===== src/rtl/uart_rx_frame.sv =====
// 8N1 UART receiver that assembles 32 bytes into a 256-bit frame, first byte in the MSBs.
// Optional idle timeout abandons a partial frame when UART_RX_TIMEOUT_EN is defined.
module uart_rx_frame #(
  parameter int unsigned UART_BPS     = 'd9600,
  parameter int unsigned CLK_FREQ     = 'd50_000_000,
  parameter int unsigned TIMEOUT_BITS = 'd20
) (
  input  logic         clk,
  input  logic         rst_n,
  input  logic         rx,
  output logic [255:0] po_data,
  output logic         po_flag,
  output logic         frame_err
);

  localparam int unsigned BAUD_CNT_MAX = CLK_FREQ / UART_BPS;
  localparam int unsigned CW = (BAUD_CNT_MAX > 1) ? $clog2(BAUD_CNT_MAX) : 1;
  localparam logic [CW-1:0] CNT_LAST = CW'(BAUD_CNT_MAX - 1);
  localparam logic [CW-1:0] CNT_MID  = CW'(BAUD_CNT_MAX / 2);

  typedef enum logic [1:0] {IDLE, START, DATA, STOP} state_t;

  state_t         r_state;
  state_t         w_next_state;
  logic           r_rx_s1;
  logic           r_rx_s2;
  logic           r_rx_d;
  logic [CW-1:0]  r_baud_cnt;
  logic [2:0]     r_bit_cnt;
  logic [7:0]     r_shift;
  logic [5:0]     r_byte_cnt;
  logic [255:0]   r_asm;
  logic [255:0]   r_po_data;
  logic           r_po_flag;
  logic           r_frame_err;
  logic           w_rx;
  logic           w_fall;
  logic           w_mid;
  logic [255:0]   w_asm_next;

`ifdef UART_RX_TIMEOUT_EN
  localparam int unsigned TIMEOUT_LIMIT = TIMEOUT_BITS * BAUD_CNT_MAX;
  localparam int unsigned IW = $clog2(TIMEOUT_LIMIT + 1);
  localparam logic [IW-1:0] IDLE_LAST = IW'(TIMEOUT_LIMIT - 1);
  logic [IW-1:0]  r_idle_cnt;
  logic           w_timeout;
`endif

  assign w_rx   = r_rx_s2;
  assign w_fall = r_rx_d & ~r_rx_s2;
  assign w_mid  = (r_state != IDLE) && (r_baud_cnt == CNT_MID);

  // Byte k lands at [255-8k -: 8]; {~k,3'b000} is 248-8k for a 5-bit k.
  always_comb begin
    w_asm_next = r_asm;
    w_asm_next[{~r_byte_cnt[4:0], 3'b000} +: 8] = r_shift;
  end

`ifdef UART_RX_TIMEOUT_EN
  assign w_timeout = (r_state == IDLE) && (r_byte_cnt != '0) && !w_fall &&
                     (r_idle_cnt == IDLE_LAST);
`endif

  always_ff @(posedge clk or negedge rst_n) begin
    if (!rst_n) begin
      r_rx_s1 <= 1'b1;
      r_rx_s2 <= 1'b1;
      r_rx_d  <= 1'b1;
    end else begin
      r_rx_s1 <= rx;
      r_rx_s2 <= r_rx_s1;
      r_rx_d  <= r_rx_s2;
    end
  end

  always_ff @(posedge clk or negedge rst_n) begin
    if (!rst_n) r_state <= IDLE;
    else        r_state <= w_next_state;
  end

  always_comb begin
    w_next_state = r_state;
    case (r_state)
      IDLE:    if (w_fall) w_next_state = START;
      START:   if (w_mid) w_next_state = w_rx ? IDLE : DATA;
      DATA:    if (w_mid && (r_bit_cnt == 3'd7)) w_next_state = STOP;
      STOP:    if (w_mid) w_next_state = IDLE;
      default: w_next_state = IDLE;
    endcase
  end

  always_ff @(posedge clk or negedge rst_n) begin
    if (!rst_n) begin
      r_baud_cnt <= '0;
    end else if (r_state == IDLE) begin
      r_baud_cnt <= '0;
    end else if (r_baud_cnt == CNT_LAST) begin
      r_baud_cnt <= '0;
    end else begin
      r_baud_cnt <= r_baud_cnt + 1'b1;
    end
  end

  always_ff @(posedge clk or negedge rst_n) begin
    if (!rst_n) begin
      r_bit_cnt <= '0;
      r_shift   <= '0;
    end else if (w_mid) begin
      if (r_state == START) begin
        r_bit_cnt <= '0;
      end else if (r_state == DATA) begin
        r_shift   <= {w_rx, r_shift[7:1]};
        r_bit_cnt <= r_bit_cnt + 1'b1;
      end
    end
  end

  always_ff @(posedge clk or negedge rst_n) begin
    if (!rst_n) begin
      r_byte_cnt  <= '0;
      r_asm       <= '0;
      r_po_data   <= '0;
      r_po_flag   <= 1'b0;
      r_frame_err <= 1'b0;
    end else begin
      r_po_flag   <= 1'b0;
      r_frame_err <= 1'b0;
      if ((r_state == STOP) && w_mid) begin
        if (w_rx) begin
          r_asm <= w_asm_next;
          if (r_byte_cnt == 6'd31) begin
            r_byte_cnt <= '0;
            r_po_data  <= w_asm_next;
            r_po_flag  <= 1'b1;
          end else begin
            r_byte_cnt <= r_byte_cnt + 1'b1;
          end
        end else begin
          r_byte_cnt  <= '0;
          r_frame_err <= 1'b1;
        end
      end
`ifdef UART_RX_TIMEOUT_EN
      if (w_timeout) begin
        r_byte_cnt  <= '0;
        r_frame_err <= 1'b1;
      end
`endif
    end
  end

`ifdef UART_RX_TIMEOUT_EN
  always_ff @(posedge clk or negedge rst_n) begin
    if (!rst_n) begin
      r_idle_cnt <= '0;
    end else if ((r_state != IDLE) || (r_byte_cnt == '0) || w_fall || w_timeout) begin
      r_idle_cnt <= '0;
    end else begin
      r_idle_cnt <= r_idle_cnt + 1'b1;
    end
  end
`endif

  assign po_data   = r_po_data;
  assign po_flag   = r_po_flag;
  assign frame_err = r_frame_err;

endmodule


===== config.mk =====
export PLATFORM = sky130hd
export DESIGN_NAME = uart_rx_frame
export DESIGN_NICKNAME = d
export VERILOG_FILES = /design/src/rtl/uart_rx_frame.sv
export SDC_FILE = /design/constraint.sdc
export NUM_CORES = 1
export LEC_CHECK = 0
export CAP_MARGIN = 15
export CORE_MARGIN = 2
export CORE_UTILIZATION = 25
export CTS_CLUSTER_SIZE = 12
export DETAILED_ROUTE_END_ITERATION = 12
export PLACE_DENSITY = 0.41
export RECOVER_POWER = 50
export SLEW_MARGIN = 20
export SYNTH_ARGS = -nofsm -noshare
export SYNTH_HDL_FRONTEND = slang
export SYNTH_SLANG_ARGS = --single-unit
export TNS_END_PERCENT = 10

===== constraint.sdc =====
create_clock -name clk -period 2.87 [get_ports clk]
set_input_delay 0.4305 -clock clk [delete_from_list [all_inputs] [get_ports clk]]
set_output_delay 0.4305 -clock clk [all_outputs]
set_load 0.01 [all_outputs]

After elaboration in Yosys (flattened, before gate mapping)

Cells that the tools add are included.

Bits in registers: 549
Logic and storage cells: 62

Reductions and logical operators: 11
Equality and inequality tests: 11
Bitwise gates (word level): 4
Muxes and demuxes: 18
Shifts and indexed selects: 2
Add/subtract/negate cells: 4

Operators with widths:

| kind                       | count |
|---|---|
| $bwmux W256                | 1 |
| $shift A8 B10 Y256 const A | 1 |
| $shiftx A8 B10 Y256        | 1 |
| $mux W13                   | 2 |
| $add A13 B1 Y13 const B    | 1 |
| $eq A13 B12 Y1 const B     | 1 |
| $eq A13 B13 Y1 const B     | 1 |
| $mux W6                    | 2 |
| $mux W2                    | 5 |
| $neg A8 Y10                | 1 |
| $ne A2 B2 Y1 const B       | 4 |
| $pmux W2 S4                | 1 |
| $add A6 B1 Y6 const B      | 1 |
| $eq A6 B5 Y1 const B       | 1 |
| $mux W3                    | 2 |
| $reduce_and A3 Y1          | 2 |
| $mux W1                    | 5 |
| $not A5 Y5                 | 1 |
| $eq A2 B2 Y1 const B       | 2 |
| $reduce_and A2 Y1          | 2 |
| $reduce_and A4 Y1          | 1 |
| $reduce_bool A2 Y1         | 2 |
| $add A3 B1 Y3 const B      | 1 |
| $eq A3 B3 Y1 const B       | 1 |
| 5 further kinds            | 8 |

Depth between registers and ports, before layout

Depth after elaboration: 5
Depth in mapped cells: 11
Mapped depth without buffers: 7

Least setup slack after synthesis

Ideal clock, no wire load.

Kind: reg2reg
From: register r_state[0]
To: register r_asm[192]
Arrival: 2.324 ns
Library setup time: 0.125 ns
Path slack: 0.421 ns
Cell stages (with the launch flop): 10
Required time: 2.745 ns
Path buffers: 2
Cells stage by stage: dfrtp_1 inv_1 ha_1 and4bb_2 nand2_1 or3_1 buf_6 and4b_1 buf_6 mux2_4

Longest elaborated chain between the ends: 4
Elaborated cells between the ends (all ways): 5

RTL lines:

| what                          | RTL line | text |
|---|---|---|
| start, declared               | 23       | `state_t r_state;` |
| start signal, assigned        | 78       | `else r_state <= w_next_state;` |
| $reduce_bool A2 Y1            | 51       | `assign w_mid = (r_state != IDLE) && (r_baud_cnt == CNT_MID);` |
| $logic_and A1 B1 Y1           | 51       |  |
| $logic_and A1 B1 Y1 *         | 128      | `if ((r_state == STOP) && w_mid) begin` |
| $reduce_and A2 Y1 (no line) * | --       |  |
| end signal, assigned          | 130      | `r_asm <= w_asm_next;` |
| end, declared                 | 32       | `logic [255:0] r_asm;` |

Mark *: on every way between the ends. The rest lies on a longest branch, timed or not.
A chain may end at the register's enable or synchronous reset.

Final worst setup path

From: register r_state[0]
To: register r_asm[244]

Same word-level chain as after synthesis.

==> summary.md <==
| Metric | Value |
|---|---|
| DIE HEIGHT | 301.3 µm |
| Max rail drop VDD | 363.7 µV |
| Crit-path max FO | 8 |
| Part of the Yosys area used for sequential elements | 62.20% |
| RSZ-0062 raised after global routing | false |
| Final ANT Viol Nets | 0 |
| Post-synth top area cell | dfrtp_1 |
| Tcrit/Tclk final | 93.65% |
| Postcts setup bufs | 0 |
| CP Data Arrival Time | 3.17 ns |
| Overall Global Routing Usage | 15.34% |
| Yosys Warn Count | 0 |
| Largest net degree at the start of global routing | 83 |
| Vias in the first global route | 16949 |
| Clk_lat worst skew | 0.61 ns |
| Leakage | 13.99 nW |
| CP required | 3.35 ns |
| CTS tree | yes |
| Max Transition Viols Final | 55 |
| Die Footprint | 0.09076 mm² |
| Post-synth EDFFs | 0 |
| Worst setup SP type | register |
| DR DRC count | 0 |
| Clk buf depth | 3 |
| Clock Skew | 0.02624 ns |
| Status | finished with violations |
| Clk Tree Root Cell | clkbuf_16 |
| Hold Vio Cnt, Final | 0 |
| Syn Nets | 2152 |
| Final wirelength | 68930 µm |
| Top-count cell post-synth | nand2_1 |
| Worst-margin pin slew | 1.907 ns |
| Synthesis-to-finish area growth | 31.01% |
| DP HPWL | 47280 µm |
| Rel. slew slack | -27.15% |
| Synth top area share | 61.85% |
| Final total power | 17.42 mW |
| Seq cells post-synth | 549 |
| Avg WL per Cell | 18.89 µm |
| Clock-pin slew on the worst setup and hold paths | 0.06 ns |
| Port buffer count | 260 |
| Width of the die | 301.3 µm |
| Power density over cell area | 601.8 mW/mm² |
| MaxCap Viol Count | 1 |
| Ys async rst share | 100.0% |
| Final setup violation count | 0 |
| Top_reg_cell synth | dfrtp_1 |
| Synth Cell Area | 0.02209 mm² |
| Synth Area per Inst | 10.34 µm² |
| Worst R2R Path Depth | 8 |
| Post-synth top cells | 772 x nand2_1, 546 x dfrtp_1, 184 x o21ai_0, 112 x mux2_2, 75 x clkbuf_1 |
| Initial Utilization | 25.11% |
| Total CTS buffers | 67 |
| Via density | 4.414 |
| Hold Path Class | register to register |
| Fin Setup TNS | 0 ns |
| Failing checks | capacitance limit, slew limit |
| Kind of critical path | register to register |
| Final #Nets | 2447 |
| I/O pins | 261 |
| Total number of vias | 16111 |
| Total gr overflow | 0 |
| Row count | 109 |
| Tmin final | 2.688 ns |
| Initial antenna violation count | 6 |
| Share of layout cells above drive strength 1 | 14.37% |
| First-pass iteration count of the detailed router | 6 |
| CP Capture Type | register |
| Yosys cell types | 61 |
| Max Freq | 372.1 MHz |
| First-pass GRT wire length | 106200 µm |
| Hold depth | 0 |
| Area contributors post-synth | dfrtp_1 62%, nand2_1 13%, mux2_2 5.7% |
| DRT iter0 DRCs | 732 |
| Post-synthesis cell count | 2136 |
| Core area | 0.08797 mm² |
| CTS Sinks | 549 |
| Htree depth | 3 |
| GPL Wtd Cong | 0.7562 |
## per-stage QoR
| step | util [%] | worst slack (ns) | hold slack [ns] | cell area (µm²) | std cells |
|---|---|---|---|---|---|
| 2_1_floorplan | - | 0.4209 | 0.1349 | 22090 | 2136 |
| 3_3_place_gp | 30.18 | 0.1525 | 0.3528 | 26550 | 3526 |
| 3_5_place_dp | 30.18 | 0.1134 | 0.3513 | 26550 | 3526 |
| 4_1_cts | 32.93 | 0.1038 | 0.2167 | 28960 | 3649 |
| 5_1_grt | 32.90 | 0.01085 | 0.3633 | 28940 | 3650 |
| 6_report | 32.90 | 0.1823 | 0.3591 | 28940 | 3650 |
## cell type report
type,instances,area [µm²]
Antenna cell,1,2.502
Fill cell,8951,59020
Multi-Input combinational cell,1431,7764
Timing Repair Buffer,345,3422
Sequential cell,549,13750
Clock buffer,98,2007
Tap cell,1165,1458
Clock inverter,24,397.9
Inverter,37,138.9
## cell usage in the layout (no fill, tap or decap), types with 4 or more instances in the layout
| cell | instances |
|---|---|
| nand2_1 | 772 |
| dfrtp_1 | 537 |
| o21ai_0 | 184 |
| clkdlybuf4s50_1 | 145 |
| dlygate4sd3_1 | 115 |
| mux2_2 | 112 |
| clkbuf_16 | 70 |
| nand3_1 | 65 |
| buf_4 | 59 |
| nor2_1 | 56 |
| mux2i_1 | 40 |
| inv_1 | 36 |
| and2_1 | 26 |
| a31oi_1 | 24 |
| clkbuf_1 | 17 |
| buf_12 | 16 |
| clkbuf_8 | 15 |
| ha_1 | 13 |
| o2111ai_1 | 12 |
| a21oi_1 | 12 |
| bufinv_16 | 9 |
| dfrtp_2 | 9 |
| and3_1 | 8 |
| xor2_1 | 8 |
| mux2_4 | 8 |
| o211ai_1 | 8 |
| nor2_4 | 7 |
| nand3_2 | 6 |
| clkinv_2 | 6 |
| nor3_1 | 5 |
| o21a_1 | 5 |
| nand4_1 | 4 |
| xnor2_1 | 4 |
| o211a_1 | 4 |
## power breakdown
part	switching [mW]	internal, mW
Combinational	0.322	0.140
Clock	3.44	5.69
Sequential	0.0472	7.78
Total	3.80	13.6
## final timing paths
path	startpoint	end	slack, ns
max in group asynchronous	rst_n	r_rx_s1	0.45
min in group asynchronous	rst_n	r_asm[95]	0.92
min	r_rx_s1	r_rx_s2	0.36
max	r_state[0]	r_asm[244]	0.18
min reg2reg	r_rx_s1	r_rx_s2	0.36
max reg2reg	r_state[0]	r_asm[244]	0.18
## sequential cells by signal, indices dropped and copies added (netlist names), 3 cells and up, named ones only
register	count
r_bit_cnt	3
r_shift	8
r_baud_cnt	13
r_byte_cnt	6
po_data	256
r_asm	256
## worst max-delay path, stage by stage (launching register included)
cell and delay [ns]:
dfrtp_1 0.43, inv_1 0.09, ha_1 0.24, and4bb_2 0.31, nand2_1 0.13, or3_1 0.50, buf_4 0.21, nor2_4 0.26
mux2_2 0.38
## per-layer routing
metal	track usage (%)	vias to the layer above	share of wire, %	routed length, µm
met5	0	-	0	0
met4	3.791	0	1.5	1048
met3	2.593	78	3.8	2597
met2	25.37	285	48	33030
met1	20.82	8104	47	32250
li1	-	7644	-	-
## cells by family after synthesis
| group | after synthesis | share of synthesized area [%] |
|---|---|---|
| muxes | 161 | 8.110 |
| and+or+nand+nor | 979 | 18.49 |
| xor gates and xnor gates | 12 | 0.4757 |
| buffers and inverters | 156 | 3.002 |
| DFF | 549 | 62.20 |
| AOI/OAI and AO/OA | 266 | 6.983 |
| adders and majority gates | 13 | 0.7363 |
## timing repair
action                                  in CTS  in global routing
endpoints found under the hold margin       45                  0
resized for setup                            0                  4
hold buffers                                 1                  0
endpoints found under the setup margin       0                 35
No activity file was read; power rests on OpenSTA's default activity.
